**src/rtl/clk_div_bank_pkg.sv**
```systemverilog
// Shared definitions for the car timing-domain clock divider bank.
package clk_div_bank_pkg;

    typedef enum logic {
        MODE_SQUARE = 1'b0,
        MODE_STROBE = 1'b1
    } mode_e;

    localparam int unsigned CLK_HZ = 50_000_000;

    // Divisor giving a square wave of f_hz on clk_out (half-period count).
    function automatic logic [31:0] hz_to_div(input int unsigned f_hz);
        return (f_hz == 0) ? 32'd0 : 32'(CLK_HZ / (2 * f_hz));
    endfunction

endpackage

```
**src/rtl/clk_div_bank_if.sv**
```systemverilog
// Divisor programming port of the clock divider bank.
interface clk_div_bank_if #(
    parameter int N_CH  = 4,
    parameter int CNT_W = 32,
    parameter int CH_W  = (N_CH > 1) ? $clog2(N_CH) : 1
);
    logic             div_we;
    logic [CH_W-1:0]  div_sel;
    logic [CNT_W-1:0] div_data;
    logic             div_ack;
    logic [N_CH-1:0]  div_busy;

    modport master (output div_we, div_sel, div_data, input  div_ack, div_busy);
    modport slave  (input  div_we, div_sel, div_data, output div_ack, div_busy);
endinterface

```
**src/rtl/clk_div_bank_ch.sv**
```systemverilog
// One divider channel: counter, active/pending divisor, square or strobe output.
module clk_div_bank_ch
    import clk_div_bank_pkg::*;
#(
    parameter int          CNT_W   = 32,
    parameter int unsigned DEF_DIV = 25_000_000
) (
    input  logic             clk_M,
    input  logic             reset,
    input  logic             en_i,
    input  logic             mode_i,
    input  logic             sync_i,
    input  logic             wr_i,
    input  logic [CNT_W-1:0] wdata_i,
    output logic             busy_o,
    output logic             clk_out_o,
    output logic             tick_o
);

    logic [CNT_W-1:0] cnt_q, cnt_d, div_q, div_d, pend_q, pend_d;
    logic             busy_q, busy_d, clk_q, clk_d, tick_q, tick_d;
    logic             en_q;
    mode_e            mode_q, mode_m;
    logic             tc, restart, apply;

    always_comb begin
        mode_m  = mode_e'(mode_i);
        tc      = (cnt_q == (div_q - CNT_W'(1)));
        // A mode change only restarts a channel that was already running.
        restart = !en_i || sync_i || (en_q && (mode_m != mode_q));
        // Pending divisor lands only on a period boundary, so no runt pulses.
        apply   = busy_q && (!en_i || sync_i || (!restart && tc));

        cnt_d  = cnt_q + CNT_W'(1);
        clk_d  = (mode_m == MODE_SQUARE) ? clk_q : 1'b0;
        tick_d = 1'b0;
        div_d  = div_q;
        pend_d = pend_q;
        busy_d = busy_q;

        if (restart) begin
            cnt_d = '0;
            clk_d = 1'b0;
        end else if (tc) begin
            cnt_d  = '0;
            tick_d = 1'b1;
            clk_d  = (mode_m == MODE_SQUARE) ? ~clk_q : 1'b1;
        end

        if (apply) begin
            div_d  = pend_q;
            busy_d = 1'b0;
        end

        // A write on the same edge as an apply becomes the next pending value.
        if (wr_i) begin
            pend_d = (wdata_i == '0) ? CNT_W'(1) : wdata_i;
            busy_d = 1'b1;
        end
    end

    always_ff @(posedge clk_M or posedge reset) begin
        if (reset) begin
            cnt_q  <= '0;
            div_q  <= CNT_W'(DEF_DIV);
            pend_q <= '0;
            busy_q <= 1'b0;
            clk_q  <= 1'b0;
            tick_q <= 1'b0;
            en_q   <= 1'b0;
            mode_q <= MODE_SQUARE;
        end else begin
            cnt_q  <= cnt_d;
            div_q  <= div_d;
            pend_q <= pend_d;
            busy_q <= busy_d;
            clk_q  <= clk_d;
            tick_q <= tick_d;
            en_q   <= en_i;
            mode_q <= mode_m;
        end
    end

    assign busy_o    = busy_q;
    assign clk_out_o = clk_q;
    assign tick_o    = tick_q;

endmodule

```
**src/rtl/clk_div_bank.sv**
```systemverilog
// Multi-channel programmable clock/tick generator for the car timing domains.
module clk_div_bank
    import clk_div_bank_pkg::*;
#(
    parameter int          N_CH    = 4,
    parameter int          CNT_W   = 32,
    parameter int unsigned DEF_DIV = 25_000_000
) (
    input  logic            clk_M,
    input  logic            reset,
    input  logic [N_CH-1:0] en_i,
    input  logic [N_CH-1:0] mode_i,
    input  logic            sync_i,
    clk_div_bank_if.slave   bus,
    output logic [N_CH-1:0] clk_out_o,
    output logic [N_CH-1:0] tick_o
);

    localparam int CH_W = (N_CH > 1) ? $clog2(N_CH) : 1;

    logic            ack_q;
    logic [N_CH-1:0] wr, busy;

    // Every write is acknowledged, including ones addressed past the last channel.
    always_ff @(posedge clk_M or posedge reset) begin
        if (reset) ack_q <= 1'b0;
        else       ack_q <= bus.div_we;
    end

    for (genvar g = 0; g < N_CH; g++) begin : g_ch
        assign wr[g] = bus.div_we && (bus.div_sel == CH_W'(g));

        clk_div_bank_ch #(
            .CNT_W   (CNT_W),
            .DEF_DIV (DEF_DIV)
        ) u_ch (
            .clk_M     (clk_M),
            .reset     (reset),
            .en_i      (en_i[g]),
            .mode_i    (mode_i[g]),
            .sync_i    (sync_i),
            .wr_i      (wr[g]),
            .wdata_i   (bus.div_data),
            .busy_o    (busy[g]),
            .clk_out_o (clk_out_o[g]),
            .tick_o    (tick_o[g])
        );
    end

    assign bus.div_ack  = ack_q;
    assign bus.div_busy = busy;

endmodule
```
**src/flat_wrapper.sv**
```systemverilog
// flat-port wrapper written by rule: the top's interface ports become plain ports
module clk_div_bank_flat import clk_div_bank_pkg::*;
#(
    parameter int          N_CH    = 4,
    parameter int          CNT_W   = 32,
    parameter int unsigned DEF_DIV = 25_000_000
)
  (clk_M, reset, en_i, mode_i, sync_i, clk_out_o, tick_o, bus_div_we, bus_div_sel, bus_div_data, bus_div_ack, bus_div_busy);
  clk_div_bank_if #(.N_CH(N_CH), .CNT_W(CNT_W)) bus_i ();
  input  logic clk_M;
  input  logic reset;
  input  logic [N_CH-1:0] en_i;
  input  logic [N_CH-1:0] mode_i;
  input  logic sync_i;
  output logic [N_CH-1:0] clk_out_o;
  output logic [N_CH-1:0] tick_o;
  input wire logic [$bits(bus_i.div_we)-1:0] bus_div_we;
  input wire logic [$bits(bus_i.div_sel)-1:0] bus_div_sel;
  input wire logic [$bits(bus_i.div_data)-1:0] bus_div_data;
  output wire logic [$bits(bus_i.div_ack)-1:0] bus_div_ack;
  output wire logic [$bits(bus_i.div_busy)-1:0] bus_div_busy;
  assign bus_i.div_we = bus_div_we;
  assign bus_i.div_sel = bus_div_sel;
  assign bus_i.div_data = bus_div_data;
  assign bus_div_ack = bus_i.div_ack;
  assign bus_div_busy = bus_i.div_busy;
  clk_div_bank #(.N_CH(N_CH), .CNT_W(CNT_W), .DEF_DIV(DEF_DIV)) u_core (.clk_M(clk_M), .reset(reset), .en_i(en_i), .mode_i(mode_i), .sync_i(sync_i), .bus(bus_i), .clk_out_o(clk_out_o), .tick_o(tick_o));
endmodule
```
**config.mk**
```make
export PLATFORM = sky130hd
export DESIGN_NAME = clk_div_bank_flat
export DESIGN_NICKNAME = d
export VERILOG_FILES = /design/src/rtl/clk_div_bank_pkg.sv /design/src/rtl/clk_div_bank_if.sv /design/src/rtl/clk_div_bank_ch.sv /design/src/rtl/clk_div_bank.sv /design/src/flat_wrapper.sv
export SDC_FILE = /design/constraint.sdc
export NUM_CORES = 1
export LEC_CHECK = 0
export CAP_MARGIN = 25
export CORE_MARGIN = 8
export CORE_UTILIZATION = 65
export CTS_BUF_LIST = sky130_fd_sc_hd__clkbuf_8
export DETAILED_ROUTE_END_ITERATION = 10
export PLACE_DENSITY = 0.83
export SLEW_MARGIN = 5
export SYNTH_ARGS = -nofsm -noshare
export SYNTH_HDL_FRONTEND = slang
export SYNTH_SLANG_ARGS = --single-unit
```
**constraint.sdc**
```tcl
create_clock -name clk_M -period 45.1 [get_ports clk_M]
set_clock_uncertainty 0.2 [all_clocks]
set_input_delay 9.02 -clock clk_M [delete_from_list [all_inputs] [get_ports clk_M]]
set_output_delay 9.02 -clock clk_M [all_outputs]
set_load 0.05 [all_outputs]
```
==> reports/qor.csv <==
stage,metric,value,unit
sta,timing.hold.ws,0.291,ns
synth,yosysSeqAreaShare,41.4,%
flow_run,drv_cap,0,
synth,synth-xor-area-share,10.1,%
min_path,worstHoldEndpoint,u_core.g_ch[2].u_ch.pend_q[0],
setup_path,reg2reg_to,u_core.g_ch[1].u_ch.div_q[26],
placement,io_buffer_count,58,
setup_path,cp.arrival,13.00,ns
drt,antenna_left,0,
sta,grt_setup_unrepaired,no,
clock_tree,cts_hold_buffers,0,
global_routing,grtUsageTotal,28.5,%
layout,antenna_cells,0,
synth,synth-edff-count,0,
power,power_frac_comb,20.0,%
drt,vias_per_cell,6.58,
global_routing,overflow,0,
synth,syn_nets,2738,
clock_tree,clock-sinks,405,
placement,globalplace.congestion,0.931,
synth,synthesis.area,0.0247,mm2
power,clkPwrFrac,31.9,%
synth,yosysTopAreaCell,dfrtp_1,
power,seqPwrFrac,48.1,%
sta,final.setup.tns,0,ns
sta,finalHoldViolations,0,
synth,synth_fa_ha_area_share,0.406,%
floorplanning,coreArea,0.0375,mm2
min_path,hold_path_depth,2,
sta,timing.final.crit_share,27.6,%
clock_tree,cts_buffer_depth,3,
layout,fin_nets,2673,
power,vdd_ir_drop_max,27.9,uV
power,internal_power,0.000692,W
synth,synth_warnings,0,
setup_path,worst-setup-path-type,input port to asynchronous set/reset pin,
power,swShare,32.2,%
synth,synth_top_area_share,36.2,%
drt,wl_per_cell,20.4,um
clock_tree,cts_tree,done,
outcome,status,"finished, final reports clean",
power,cellLeakagePower,10.0,nW
synth,muxShareOfSynthArea,7.75,%
synth,synth.most_common_cell,dfrtp_1,
power,power.switching,0.000329,W
global_routing,grt_pass1_vias,20600,
layout,drive_gt1_share,14.1,%
layout,syn_to_final_growth,7.84,%
synth,synth_cell_types,85,
power,power_density,38.4,mW/mm2
drt,vias,20900,
clock_tree,cts_made_buffers,70,
synth,synth-main-ff-cell,dfrtp_1,
setup_path,crit_required,45.65,ns
clock_tree,cts_root_buf,clkbuf_8,
sta,slew_headroom,28.4,%
floorplanning,rows,71,
synth,syn_avg_cell_area,9.18,um2
global_routing,antenna_found_initial,0,
synth,syn_inst,2684,
setup_path,reg2reg_from,u_core.g_ch[1].u_ch.div_q[3],
setup_path,r2r_cells,10,
synth,synth_top_family_by_area,simple AND/OR/NAND/NOR gates,
sta,worst_pin_slew,1.06,ns
setup_path,start_kind,input port,
floorplanning,die_h,211,um
floorplanning,dieArea,0.0444,mm2
synth,ys_ff_latch,405,
clock_tree,clk_transition_reported_paths,0.06,ns
clock_tree,clk_latency,0.64,ns
placement,dp_hpwl,43400,um
floorplanning,fp.dieW,211,um
setup_path,cp_max_fo,126,
min_path,hp-start,u_core.g_ch[2].u_ch.pend_q[0],
drt,drt_iter0_drc,2009,
synth,synth_compound_area_share,13.1,%
synth,synth_area_leaders,"dfrtp_1 36%, mux2_2 5.8%, xnor2_1 5.4%",
synth,synth_common_cells,"357 x dfrtp_1, 258 x nand2_1, 222 x nor2_1",
clock_tree,cts_resized,0,
floorplanning,start_util,65.8,%
min_path,hp-class,flip-flop to flip-flop,
drt,drtPass1Iterations,8,
sta,max_freq,0.0804,GHz
setup_path,r2r_setup_slack,39.71,ns
global_routing,grt_pass1_wl,105000,um
sta,slew_viol_final,0,
sta,setup_viol,0,
synth,async_flop_share,100,%
drt,wl,64800,um
floorplanning,ioPinCount,59,
setup_path,cp-end-kind,asynchronous set/reset pin,
layout,fin_util,70.9,%
clock_tree,cts-htree-levels,3,
clock_tree,postCtsSetupBuffers,0,
global_routing,grt_start_max_net_pins,127,
sta,fin_crit,12.44,ns
synth,yosys.area_share.simple,21.7,%
drt,route.detailed.drc,0,
-- per-stage QoR --
step | cells | worst slack [ns] | total power, W | area (um2)
finish | 3180 | 32.66 | 0.00102 | 26600
global route | 3180 | 32.03 | 0.00107 | 26600
CTS | 3176 | 31.65 | 0.00102 | 26500
detailed placement | 3054 | 30.97 | 0.000695 | 25100
global placement | 3052 | 31.12 | 0.000680 | 25100
floorplan | 2684 | 24.69 | 0.000642 | 24700
-- how the worst max path moves through the flow --
stage,start,to,slack [ns],cells after the start
5_1_grt,reset,u_core.g_ch[0].u_ch.cnt_q[16],32.03,8
2_1_floorplan,reset,u_core.bus.div_ack,24.69,1
6_report,reset,u_core.g_ch[0].u_ch.cnt_q[5],32.66,8
3_5_place_dp,reset,u_core.g_ch[3].u_ch.cnt_q[3],30.97,6
3_3_place_gp,reset,u_core.g_ch[3].u_ch.cnt_q[0],31.12,6
4_1_cts,reset,u_core.g_ch[3].u_ch.cnt_q[14],31.65,6
-- power groups by stage --
stage | Clock [W] | Combinational, W | Sequential [W]
2_1_floorplan | 0 | 0.000187 | 0.000455
3_3_place_gp | 0 | 0.000189 | 0.000491
3_5_place_dp | 0 | 0.000201 | 0.000494
4_1_cts | 0.000331 | 0.000202 | 0.000488
5_1_grt | 0.000349 | 0.000225 | 0.000497
6_report | 0.000325 | 0.000204 | 0.000491
-- flip-flops by register name, indices dropped and copies added, names as in the netlist --
name,flops
u_core.g_ch.u_ch.tick_o,4
u_core.g_ch.u_ch.busy_o,4
u_core.g_ch.u_ch.mode_q,4
u_core.g_ch.u_ch.en_q,4
u_core.g_ch.u_ch.div_q,128
u_core.g_ch.u_ch.cnt_q,128
u_core.g_ch.u_ch.pend_q,128
u_core.bus.div_ack,1
u_core.g_ch.u_ch.clk_out_o,4
-- cells in the final DEF (no fill, tap or decap), types with 19 or more instances in the layout --
cell             synthesis  layout
a21oi_1                 25      25
a31oi_1                107     107
and3_1                  27      26
and4_1                  19      19
buf_4                   13      28
clkbuf_8                 0      83
clkdlybuf4s50_1          0      58
dfrtp_1                357     355
dfstp_2                 48      48
inv_1                   87     114
mux2_2                 127     127
mux2_4                  30      30
nand2_1                258     255
nand3_1                138     138
nand4_1                 76      76
nor2_1                 222     222
nor3_1                 117     116
nor4_1                  49      49
o211ai_1                75      75
o21ai_0                 34      34
o22ai_1                 70      70
o2bb2ai_1               31      31
o311ai_1                32      32
or3_1                   29      29
or4_1                   29      28
xnor2_1                152     152
xor2_1                 127     127
-- worst max-delay path, cell delays in order --
cell	delay [ns]
clkdlybuf4s50_1	0.49
inv_8	0.58
buf_4	0.80
buf_4	0.34
buf_16	0.32
buf_4	0.65
buf_4	0.36
buf_16	0.34
-- layout make-up --
type	instances	area [um2]
clock inverter	39	210
sequential	405	10200
timing repair buffer	92	913
fill	2842	10900
multi-input combinational	1963	13100
clock buffer	83	1140
inverter	87	334
tap	511	639
-- routing by layer --
layer	global-route usage (%)	share of wire (%)	wire length [um]
met5	0	0	0
met4	10.9	3.1	1990
met3	5.47	7.0	4510
met2	48.1	49	31600
met1	36.1	41	26700
-- logic make-up after synthesis --
logic type / count (synthesis)
AOI/OAI and AO/OA: 458
DFF: 405
xor gates and xnor gates: 281
and+or+nand+nor: 1056
adders and majority gates: 8
muxes: 160
buffers and inverters: 316
(Power assumes the default switching activity.)
